File: src/rtl/vend_pkg.sv
// Shared types and constants for the vending controller slice: state
// encodings, coin codes with their quarter values, and default prices.
package vend_pkg;

   localparam int CREDIT_W            = 4;
   localparam int MAX_CREDIT_DEF      = 8;
   localparam int PRICE_A_DEF         = 5;
   localparam int PRICE_B_DEF         = 6;
   localparam int DISPENSE_CYCLES_DEF = 4;
   localparam int CHANGE_GAP_DEF      = 1;

   typedef enum logic [2:0] {
      ST_IDLE      = 3'd0,
      ST_COIN_HOLD = 3'd1,
      ST_DISPENSE  = 3'd2,
      ST_CHANGE_HI = 3'd3,
      ST_CHANGE_LO = 3'd4
   } state_t;

   typedef enum logic [1:0] {
      COIN_25C = 2'b00,
      COIN_50C = 2'b01,
      COIN_1D  = 2'b10,
      COIN_BAD = 2'b11
   } coin_t;

   // Quarter value of a coin code; the invalid code is worth nothing.
   function automatic logic [2:0] coin_quarters(input logic [1:0] code);
      logic [2:0] q;
      case (code)
         COIN_25C: q = 3'd1;
         COIN_50C: q = 3'd2;
         COIN_1D:  q = 3'd4;
         default:  q = 3'd0;
      endcase
      return q;
   endfunction

   function automatic logic coin_is_valid(input logic [1:0] code);
      return (code != COIN_BAD);
   endfunction

endpackage

File: src/rtl/vend_if.sv
// Front-panel bundle of the vending controller: coin/button inputs and the
// credit, dispense, change and debug outputs. The panel side is the master,
// the controller is the slave.
interface vend_if;
   import vend_pkg::*;

   logic                coin_in;
   logic [1:0]          coin_val;
   logic                sel_a;
   logic                sel_b;
   logic                cancel;
   logic [CREDIT_W-1:0] credit;
   logic                dispense_a;
   logic                dispense_b;
   logic                change_pulse;
   logic                invalid_coin;
   logic                busy;
   logic [2:0]          state_now;

   modport master (
      output coin_in, coin_val, sel_a, sel_b, cancel,
      input  credit, dispense_a, dispense_b, change_pulse, invalid_coin,
             busy, state_now
   );

   modport slave (
      input  coin_in, coin_val, sel_a, sel_b, cancel,
      output credit, dispense_a, dispense_b, change_pulse, invalid_coin,
             busy, state_now
   );

endinterface

File: src/rtl/coin_edge_detect.sv
// Turns the coin-present level into a single-cycle insert strobe. The coin
// code is presented alongside the strobe so the consumer samples it on the
// same edge; it reads as the 25c code whenever no strobe is active.
module coin_edge_detect
   import vend_pkg::*;
(
   input  logic       clk,
   input  logic       rst,
   input  logic       coin_in,
   input  logic [1:0] coin_val,
   output logic       coin_edge,
   output logic [1:0] coin_code
);

   logic coin_prev;

   // Previous coin level, cleared by reset so a coin held through reset
   // registers as a fresh insert once reset is released.
   always_ff @(posedge clk) begin
      if (rst) begin
         coin_prev <= 1'b0;
      end else begin
         coin_prev <= coin_in;
      end
   end

   assign coin_edge = coin_in & ~coin_prev;
   assign coin_code = coin_edge ? coin_val : COIN_25C;

endmodule

File: src/rtl/vend_controller.sv
// Vending sequencer: owns the credit register, product release and change
// return. Credit is kept in quarters; every output is registered except the
// debug state view, which is the state register itself.
module vend_controller
   import vend_pkg::*;
#(
   parameter int MAX_CREDIT      = MAX_CREDIT_DEF,
   parameter int PRICE_A         = PRICE_A_DEF,
   parameter int PRICE_B         = PRICE_B_DEF,
   parameter int DISPENSE_CYCLES = DISPENSE_CYCLES_DEF,
   parameter int CHANGE_GAP      = CHANGE_GAP_DEF
) (
   input  logic   clk,
   input  logic   rst,
   vend_if.slave  bus
);

   localparam logic [CREDIT_W-1:0] PRICE_A_Q  = CREDIT_W'(PRICE_A);
   localparam logic [CREDIT_W-1:0] PRICE_B_Q  = CREDIT_W'(PRICE_B);
   localparam logic [CREDIT_W:0]   MAX_SUM_Q  = (CREDIT_W+1)'(MAX_CREDIT);
   localparam logic [3:0]          DISP_LAST  = 4'(DISPENSE_CYCLES - 1);
   localparam logic [3:0]          GAP_LAST   = 4'(CHANGE_GAP - 1);

   state_t              state;
   logic [CREDIT_W-1:0] credit_q;
   logic [3:0]          cnt;
   logic                dispense_a_q;
   logic                dispense_b_q;
   logic                change_pulse_q;
   logic                invalid_coin_q;
   logic                busy_q;

   logic                coin_edge;
   logic [1:0]          coin_code;
   logic [CREDIT_W:0]   coin_sum;
   logic                coin_ok;

   coin_edge_detect u_edge (
      .clk       (clk),
      .rst       (rst),
      .coin_in   (bus.coin_in),
      .coin_val  (bus.coin_val),
      .coin_edge (coin_edge),
      .coin_code (coin_code)
   );

   // Candidate credit after the presented coin, one bit wider so an
   // over-ceiling insert is seen rather than wrapped.
   assign coin_sum = {1'b0, credit_q} + {2'b00, coin_quarters(coin_code)};
   assign coin_ok  = coin_is_valid(coin_code) && (coin_sum <= MAX_SUM_Q);

   // Main sequencer: state, credit and all registered outputs.
   always_ff @(posedge clk) begin
      if (rst) begin
         state          <= ST_IDLE;
         credit_q       <= '0;
         cnt            <= '0;
         dispense_a_q   <= 1'b0;
         dispense_b_q   <= 1'b0;
         change_pulse_q <= 1'b0;
         invalid_coin_q <= 1'b0;
         busy_q         <= 1'b0;
      end else begin
         invalid_coin_q <= 1'b0;
         case (state)
            ST_IDLE: begin
               if (coin_edge) begin
                  if (coin_ok) begin
                     credit_q <= coin_sum[CREDIT_W-1:0];
                  end else begin
                     invalid_coin_q <= 1'b1;
                  end
                  state  <= ST_COIN_HOLD;
                  busy_q <= 1'b1;
               end else if (bus.cancel && (credit_q != '0)) begin
                  state          <= ST_CHANGE_HI;
                  change_pulse_q <= 1'b1;
                  busy_q         <= 1'b1;
               end else if (bus.sel_a && (credit_q >= PRICE_A_Q)) begin
                  state        <= ST_DISPENSE;
                  credit_q     <= credit_q - PRICE_A_Q;
                  dispense_a_q <= 1'b1;
                  cnt          <= DISP_LAST;
                  busy_q       <= 1'b1;
               end else if (bus.sel_b && (credit_q >= PRICE_B_Q)) begin
                  state        <= ST_DISPENSE;
                  credit_q     <= credit_q - PRICE_B_Q;
                  dispense_b_q <= 1'b1;
                  cnt          <= DISP_LAST;
                  busy_q       <= 1'b1;
               end
            end

            // The coin is still in the slot; buttons are deliberately ignored.
            ST_COIN_HOLD: begin
               if (!bus.coin_in) begin
                  state  <= ST_IDLE;
                  busy_q <= 1'b0;
               end
            end

            ST_DISPENSE: begin
               if (coin_edge) begin
                  invalid_coin_q <= 1'b1;
               end
               if (cnt == '0) begin
                  dispense_a_q <= 1'b0;
                  dispense_b_q <= 1'b0;
                  if (credit_q != '0) begin
                     state          <= ST_CHANGE_HI;
                     change_pulse_q <= 1'b1;
                  end else begin
                     state  <= ST_IDLE;
                     busy_q <= 1'b0;
                  end
               end else begin
                  cnt <= cnt - 4'd1;
               end
            end

            // One quarter leaves on the edge that ends the pulse.
            ST_CHANGE_HI: begin
               if (coin_edge) begin
                  invalid_coin_q <= 1'b1;
               end
               change_pulse_q <= 1'b0;
               credit_q       <= credit_q - 1'b1;
               cnt            <= GAP_LAST;
               state          <= ST_CHANGE_LO;
            end

            ST_CHANGE_LO: begin
               if (coin_edge) begin
                  invalid_coin_q <= 1'b1;
               end
               if (cnt == '0) begin
                  if (credit_q != '0) begin
                     state          <= ST_CHANGE_HI;
                     change_pulse_q <= 1'b1;
                  end else begin
                     state  <= ST_IDLE;
                     busy_q <= 1'b0;
                  end
               end else begin
                  cnt <= cnt - 4'd1;
               end
            end

            default: begin
               state          <= ST_IDLE;
               busy_q         <= 1'b0;
               dispense_a_q   <= 1'b0;
               dispense_b_q   <= 1'b0;
               change_pulse_q <= 1'b0;
            end
         endcase
      end
   end

   assign bus.credit       = credit_q;
   assign bus.dispense_a   = dispense_a_q;
   assign bus.dispense_b   = dispense_b_q;
   assign bus.change_pulse = change_pulse_q;
   assign bus.invalid_coin = invalid_coin_q;
   assign bus.busy         = busy_q;
   assign bus.state_now    = state;

endmodule

File: src/flat_wrapper.sv
// flat-port wrapper written by rule: the top's interface ports become plain ports
module vend_controller_flat import vend_pkg::*;
#(
   parameter int MAX_CREDIT      = MAX_CREDIT_DEF,
   parameter int PRICE_A         = PRICE_A_DEF,
   parameter int PRICE_B         = PRICE_B_DEF,
   parameter int DISPENSE_CYCLES = DISPENSE_CYCLES_DEF,
   parameter int CHANGE_GAP      = CHANGE_GAP_DEF
)
  (clk, rst, bus_coin_in, bus_coin_val, bus_sel_a, bus_sel_b, bus_cancel, bus_credit, bus_dispense_a, bus_dispense_b, bus_change_pulse, bus_invalid_coin, bus_busy, bus_state_now);
  vend_if bus_i ();
  input  logic clk;
  input  logic rst;
  input wire logic [$bits(bus_i.coin_in)-1:0] bus_coin_in;
  input wire logic [$bits(bus_i.coin_val)-1:0] bus_coin_val;
  input wire logic [$bits(bus_i.sel_a)-1:0] bus_sel_a;
  input wire logic [$bits(bus_i.sel_b)-1:0] bus_sel_b;
  input wire logic [$bits(bus_i.cancel)-1:0] bus_cancel;
  output wire logic [$bits(bus_i.credit)-1:0] bus_credit;
  output wire logic [$bits(bus_i.dispense_a)-1:0] bus_dispense_a;
  output wire logic [$bits(bus_i.dispense_b)-1:0] bus_dispense_b;
  output wire logic [$bits(bus_i.change_pulse)-1:0] bus_change_pulse;
  output wire logic [$bits(bus_i.invalid_coin)-1:0] bus_invalid_coin;
  output wire logic [$bits(bus_i.busy)-1:0] bus_busy;
  output wire logic [$bits(bus_i.state_now)-1:0] bus_state_now;
  assign bus_i.coin_in = bus_coin_in;
  assign bus_i.coin_val = bus_coin_val;
  assign bus_i.sel_a = bus_sel_a;
  assign bus_i.sel_b = bus_sel_b;
  assign bus_i.cancel = bus_cancel;
  assign bus_credit = bus_i.credit;
  assign bus_dispense_a = bus_i.dispense_a;
  assign bus_dispense_b = bus_i.dispense_b;
  assign bus_change_pulse = bus_i.change_pulse;
  assign bus_invalid_coin = bus_i.invalid_coin;
  assign bus_busy = bus_i.busy;
  assign bus_state_now = bus_i.state_now;
  vend_controller #(.MAX_CREDIT(MAX_CREDIT), .PRICE_A(PRICE_A), .PRICE_B(PRICE_B), .DISPENSE_CYCLES(DISPENSE_CYCLES), .CHANGE_GAP(CHANGE_GAP)) u_core (.clk(clk), .rst(rst), .bus(bus_i));
endmodule
File: config.mk
export PLATFORM = sky130hd
export DESIGN_NAME = vend_controller_flat
export DESIGN_NICKNAME = d
export VERILOG_FILES = /design/src/rtl/vend_pkg.sv /design/src/rtl/vend_if.sv /design/src/rtl/coin_edge_detect.sv /design/src/rtl/vend_controller.sv /design/src/flat_wrapper.sv
export SDC_FILE = /design/constraint.sdc
export NUM_CORES = 1
export LEC_CHECK = 0
export CAP_MARGIN = 10
export CORE_ASPECT_RATIO = 1.2
export CORE_MARGIN = 2
export CORE_UTILIZATION = 40
export CTS_CLUSTER_SIZE = 12
export DETAILED_ROUTE_END_ITERATION = 12
export GPL_ROUTABILITY_DRIVEN = 1
export SYNTH_ARGS = -nofsm -noshare
export SYNTH_HDL_FRONTEND = slang
export SYNTH_HIERARCHICAL = 1
export SYNTH_SLANG_ARGS = --single-unit
File: constraint.sdc
create_clock -name clk -period 3.3 [get_ports clk]
set_input_delay 0.33 -clock clk [delete_from_list [all_inputs] [get_ports clk]]
set_output_delay 0.33 -clock clk [all_outputs]
set_load 0.01 [all_outputs]
Yosys cells after proc, flatten, opt, wreduce, memory -nomap -nowiden
Cells that the tools add are included.

word-level totals
  register bits after elaboration = 17
  input port bits = 8
  output and inout bits = 12
  word-level logic and storage cells = 114

cells by class
  $add $sub $neg = 5
  $lt $le $gt $ge = 3
  equality and inequality tests = 24
  mux-type cells = 48
  bitwise gates (word level) = 5
  reduce and logical (&&, ||, !) cells = 20

operator list
  kind                 number
  $mux 4               10
  $mux 1               21
  $reduce_and 5->1     4
  $mux 3               6
  $ne 2x2->1 const B   7
  $ne 2x1->1 const B   6
  $pmux 3 s4           1
  $pmux 4 s3           1
  $pmux 1 s3           3
  $pmux 3 s3           1
  $ge 4x3->1 const B   2
  $pmux 4 s2           1
  $sub 4x1->4 const B  2
  $sub 4x3->4 const B  2
  $eq 3x2->1 const B   2
  $reduce_and 6->1     1
  $reduce_or 3->1      2
  $add 4x3->5          1
  $le 5x4->1 const B   1
  $ne 5x2->1 const B   1
  $logic_and 1x1->1    4
  $logic_not 4->1      1
  $mux 2               2
  $ne 4x2->1 const B   1
  19 further kinds     22

Depth between registers and ports, before layout
  depth in word-level cells = 11
  mapped depth = 10
  mapped depth without buffers = 10

Modules after synthesis
The synthesis kept the hierarchy.

modules (own cells, without submodules)
  module            instances  cells each  area each (um^2)  seq. area each (um^2)
  vend_controller   1          178         1,385.1           320.3
  coin_edge_detect  1          5           55.1              20.0

Least setup slack after synthesis
No wires, ideal clock.

  kind = register to register
  from = register u_core.u_edge.coin_prev
  to = register u_core.credit_q[2], in the netlist u_core/bus.credit[2]
  setup time = 0.071 ns
  data arrival time = 2.255 ns
  required time = 3.229 ns
  slack = 0.975 ns
  stages on the path, launching flop included = 11
  buffers on the path = 0
  period minus slack after synthesis = 2.325 ns
  path through = dfxtp_1 -> and3b_2 -> nor2_1 -> ha_1 -> fa_1 -> xnor2_1 -> a22oi_1 -> o22ai_2 -> o221ai_2 -> a311o_1 -> a21oi_1

on the way
  cells in the longest elaborated chain, start to end = 10
  elaborated cells on any way between the ends = 18
  classes of those cells = add/sub (1); order compare (1); eq/ne (6); mux (5); bitwise (2); reduce/logical (3)

RTL lines
  element                             line                    source
  from (decl)                         coin_edge_detect.sv:15  logic coin_prev;
  from (signal assigned)              coin_edge_detect.sv:23  coin_prev <= coin_in;
  $not 1->1 (*)                       coin_edge_detect.sv:27  assign coin_edge = coin_in & ~coin_prev;
  $and 1x1->1 (*)                     coin_edge_detect.sv:27
  $mux 2 (*)                          coin_edge_detect.sv:28  assign coin_code = coin_edge ? coin_val : COIN_25C;
  via u_core.coin_code[1]             vend_controller.sv:34   logic [1:0] coin_code;
  $eq 2x2->1 (tied with other cells)  vend_pkg.sv:30          case (code)
  $pmux 3 s3                          vend_pkg.sv:30
  $add 4x3->5                         vend_controller.sv:49   assign coin_sum = {1'b0, credit_q} + {2'b00, coin_quarters(coin_code)};
  $le 5x4->1                          vend_controller.sv:50   assign coin_ok = coin_is_valid(coin_code) && (coin_sum <= MAX_SUM_Q);
  $logic_and 1x1->1                   vend_controller.sv:50
  $ne 3x2->1 (no source line)         --
  $reduce_and 4->1 (no source line)   --
  to (signal assigned)                vend_controller.sv:69   credit_q <= coin_sum[CREDIT_W-1:0];
  to (signal assigned)                vend_controller.sv:81   credit_q <= credit_q - PRICE_A_Q;
  to (signal assigned)                vend_controller.sv:87   credit_q <= credit_q - PRICE_B_Q;
  to (decl)                           vend_controller.sv:25   logic [CREDIT_W-1:0] credit_q;

Mark *: on every way through the listed nets, which the timed path passes. The rest lies on a longest branch. The select of a mux whose other input is x is not followed.
A chain may end at the register's enable or synchronous reset.

Worst setup path in the final report
  from = input bus_coin_in
  to = register u_core.credit_q[2], in the netlist u_core/bus.credit[2]

on the way
  cells in the longest elaborated chain, start to end = 9
  elaborated cells on any way between the ends = 17
  classes of those cells = add/sub (1); order compare (1); eq/ne (6); mux (5); bitwise (1); reduce/logical (3)

RTL lines
  element                             line                    source
  from (decl)                         flat_wrapper.sv:14      input wire logic [$bits(bus_i.coin_in)-1:0] bus_coin_in;
  $and 1x1->1 (*)                     coin_edge_detect.sv:27
  $mux 2 (*)                          coin_edge_detect.sv:28
  via u_core.coin_code[1]             vend_controller.sv:34
  $eq 2x2->1 (tied with other cells)  vend_pkg.sv:30
  $pmux 3 s3                          vend_pkg.sv:30
  $add 4x3->5                         vend_controller.sv:49
  $le 5x4->1                          vend_controller.sv:50
  $logic_and 1x1->1                   vend_controller.sv:50
  $ne 3x2->1 (no source line)         --
  $reduce_and 4->1 (no source line)   --

Marked as above.

==> flow_summary.toml <==
[clock_network]
cts_hold_buffers = 0
clock_sinks = 17
clock_tree.buffer_depth = 2
path_clk_slew_ns = 0.07
cts.repair_timing.setup_buffer_count = 0
number_of_buffers_inserted_during_clock_tree_synthesis = 3
clk_latency_ns = 0.25
tritoncts = "yes"
clock_tree.root_cell = "sky130_fd_sc_hd__clkbuf_8"
cts-resized-gates = 0
clock_tree.htree_level_count = 1

[setup_path]
kind_of_end_point_of_the_critical_path = "register"
rrSetupSlack_ns = 0.63
worstSetupStartpointType = "input port"
worst_path_largest_cell_delay_ns = 0.55
critical_path.endpoint = "u_core/bus.credit[2]"
regToRegStartpoint = "u_core/u_edge/coin_prev"
timing.critical_path.from = "bus_coin_in"
worstPathMaxFanout = 6
timing.critical_path.slowest_stage_cell = "sky130_fd_sc_hd__clkdlybuf4s50_1"
path_cells = "clkdlybuf4s50_1, and3b_2, nor2_1, ha_1, fa_1, xnor2_1, a22oi_1, o22ai_2, o221ai_2, a311o_1, a21oi_1"
timing.critical_path.arrival_ns = 3.12
cp.required_ns = 3.48
critical_path_class = "input port to register"
timing.rr.end = "u_core/bus.credit[2]"
r2r.worst_path.cells = 10

[finish]
regArea_sq_um = 340
final_cell_area_sq_mm = 0.00168
flow.area_growth_from_synthesis_pct = 16.6
multiInputGateArea_sq_mm = 0.00103
mostFrequentLayoutCell = "sky130_fd_sc_hd__a21oi_1"
drive_above_1_share_pct = 9.09
antenna_cells_inserted = 0
num-nets-final = 220
instances_no_fill = 235
fillers = 342
mostFrequentLayoutCells = "24 x sky130_fd_sc_hd__a21oi_1, 19 x sky130_fd_sc_hd__clkdlybuf4s50_1, 17 x sky130_fd_sc_hd__dfxtp_1"

[grt]
first_global_vias = 1399
grt_pass1_wl_um = 6280
grt.total_usage_pct = 19.2
grt_max_degree = 19
antenna_found_initial = 0
grt_overflow = 0

[power_and_ir_drop]
fin_total_pwr_mw = 1.31
sequentialPowerShare_pct = 27.8
power.leakage_nw = 0.637
intPower_mw = 0.708
peakVddDrop_mv = 0.263
power_density_mw_per_mm2 = 780
power.combinational.fraction_pct = 60.0
power.clock.fraction_pct = 12.2
power.switching_fraction_pct = 45.9
netSwitchingPower_mw = 0.602

[synth]
ys_warn_count = 6
synth_area_per_cell_sq_um = 7.87
ys_seq_area_share_pct = 23.6
synth_cell_type_count = 55
postSynthNetCount = 204
post_synth_main_area_contributors = "sky130_fd_sc_hd__dfxtp_1 24%, sky130_fd_sc_hd__ha_1 10%, sky130_fd_sc_hd__a21oi_1 8.3%"
synth.cell_area_sq_mm = 0.00144
number_of_flops_mapped_to_enable_cells_by_yosys = 0
synthDominantCellAreaShare_pct = 23.6
register_bit_count_reported_by_yosys = 17
synth_top_flop_cell = "sky130_fd_sc_hd__dfxtp_1"
synth_cells = 183
post-synth-top-area-cell = "sky130_fd_sc_hd__dfxtp_1"
async_reset_ff_share_pct = 0

[detailed_routing]
route.detailed.vias_per_inst = 6.04
final_antenna_net_count = 0
totalWireLength_um = 3650
first_iter_violations = 62
detailedRoute.firstPassIterationCount = 4
met1_length_um = 1600
post_drt_wl_per_cell_um = 15.5
met2RoutedLength_um = 1860
met3RoutedLength_um = 123
maxUsedRoutingLayer = "met4"
drcViolationCount = 0
routed-via-count = 1419

[placement]
numPortBuffers = 19
hpwl_um = 2700
place.gp.congestion = 0.849
placedInstanceArea_sq_mm = 0.00163
cell_count_after_placement = 231

[floorplan]
start_util_pct = 42.4
fp.dieH_um = 69.7
core_area_sq_mm = 0.00340
rows = 23
die_w_um = 58.8
dieArea_sq_mm = 0.00410
pin_count = 20

[sta]
finalWorstPathRequiredPeriod_ns = 2.95
report.final.slew_viol_count = 0
final_min_period_over_clock_period_pct = 89.3
worst_slew_margin_rel_pct = 56.1
final-setup-viol-count = 0
timing_worst_slew_pin_value_ns = 0.657
final.setup.tns_ns = 0
maxClockFrequency_mhz = 339
hold_violations = 0
clock-skew-final_ns = 0.00237
rsz_0062_raised_after_global_routing = "no"

[worst_hold_path]
worst_hold_path_type = "register to register"

[status]
outcome = "complete, no violations"

[flow_run]
max_cap_violations = 0
## flip-flops by register name, indices dropped and copies added, names as in the netlist
name / flops
u_core/bus.busy: 1
u_core/bus.credit: 4
u_core/u_edge/coin_prev: 1
u_core/bus.dispense_a: 1
u_core/bus.invalid_coin: 1
u_core/bus.state_now: 3
u_core/cnt: 4
u_core/bus.change_pulse: 1
u_core/bus.dispense_b: 1
## per-layer routing
metal	GRT usage (%)	vias to the layer above
li1	-	706
met4	8.59	0
met5	0	-
met3	3.17	6
met1	22.7	678
met2	33.0	29
## metrics by stage
step           hold WS (ns)  util (%)  setup WS (ns)
6_report              0.469      49.4          0.353
5_1_grt               0.512      49.4          0.188
4_1_cts               0.473      49.4          0.362
3_5_place_dp          0.462      48.1          0.107
3_3_place_gp          0.455      48.1          0.307
2_1_floorplan         0.402         -          0.975
## cell type report
type | count | share of cell area [%]
Clock buffer | 4 | 2.68
Inverter | 8 | 1.79
Multi-Input combinational cell | 150 | 61.2
Sequential cell | 17 | 20.3
Tap cell | 37 | 2.76
Timing Repair Buffer | 19 | 11.3
## power by group through the flow
stage / Combinational (mW) / Sequential, mW / Clock, mW
floorplan: 0.597 / 0.338 / 0
global placement: 0.768 / 0.368 / 0
detailed placement: 0.774 / 0.371 / 0
CTS: 0.780 / 0.366 / 0.163
global route: 0.877 / 0.381 / 0.173
finish: 0.786 / 0.365 / 0.159
## Yosys cell counts (all sizes together) (2+ instances only)
master  instances
nor2b           3
dfxtp          17
nor3b           3
or3             3
nand2          12
a22oi           2
nor3            8
o22ai           3
o221ai          2
buf             3
inv             8
a21oi          24
a31oi           4
nand3b          3
xnor2           2
and3b           3
a211o           2
nor2           18
ha             12
o21a            2
clkbuf          5
o31ai           3
nand3           5
mux2i           2
o21ai          14
and2b           2
nand2b          2
## kinds of logic after synthesis
logic type / share of synthesized area (%)
AO/OA/AOI/OAI: 29.5
multiplexers: 1.39
buffers and inverters: 5.04
flip-flops: 23.6
adder cells (fa/ha/maj): 11.8
AND/OR/NAND/NOR: 27.5
XOR/XNOR: 1.22
## worst min-delay path by stage
stage / from / endpoint / slack (ns) / cells past startpoint
4_1_cts: u_core/bus.busy / u_core/bus.busy / 0.47 / 2
2_1_floorplan: rst / u_core/u_edge/coin_prev / 0.40 / 1
3_3_place_gp: u_core/bus.dispense_b / u_core/bus.dispense_b / 0.45 / 2
5_1_grt: u_core/bus.busy / u_core/bus.busy / 0.51 / 2
3_5_place_dp: u_core/bus.busy / u_core/bus.busy / 0.46 / 2
6_report: u_core/bus.busy / u_core/bus.busy / 0.47 / 2
## worst max-delay path: cells and delay by family
family,cells,cell delay (ns)
adder cells (fa/ha/maj),2,0.62
AO/OA/AOI/OAI,5,1.04
XOR/XNOR,1,0.28
buffers and inverters,1,0.55
AND/OR/NAND/NOR,2,0.31
No activity file was read; power rests on OpenSTA's default activity.
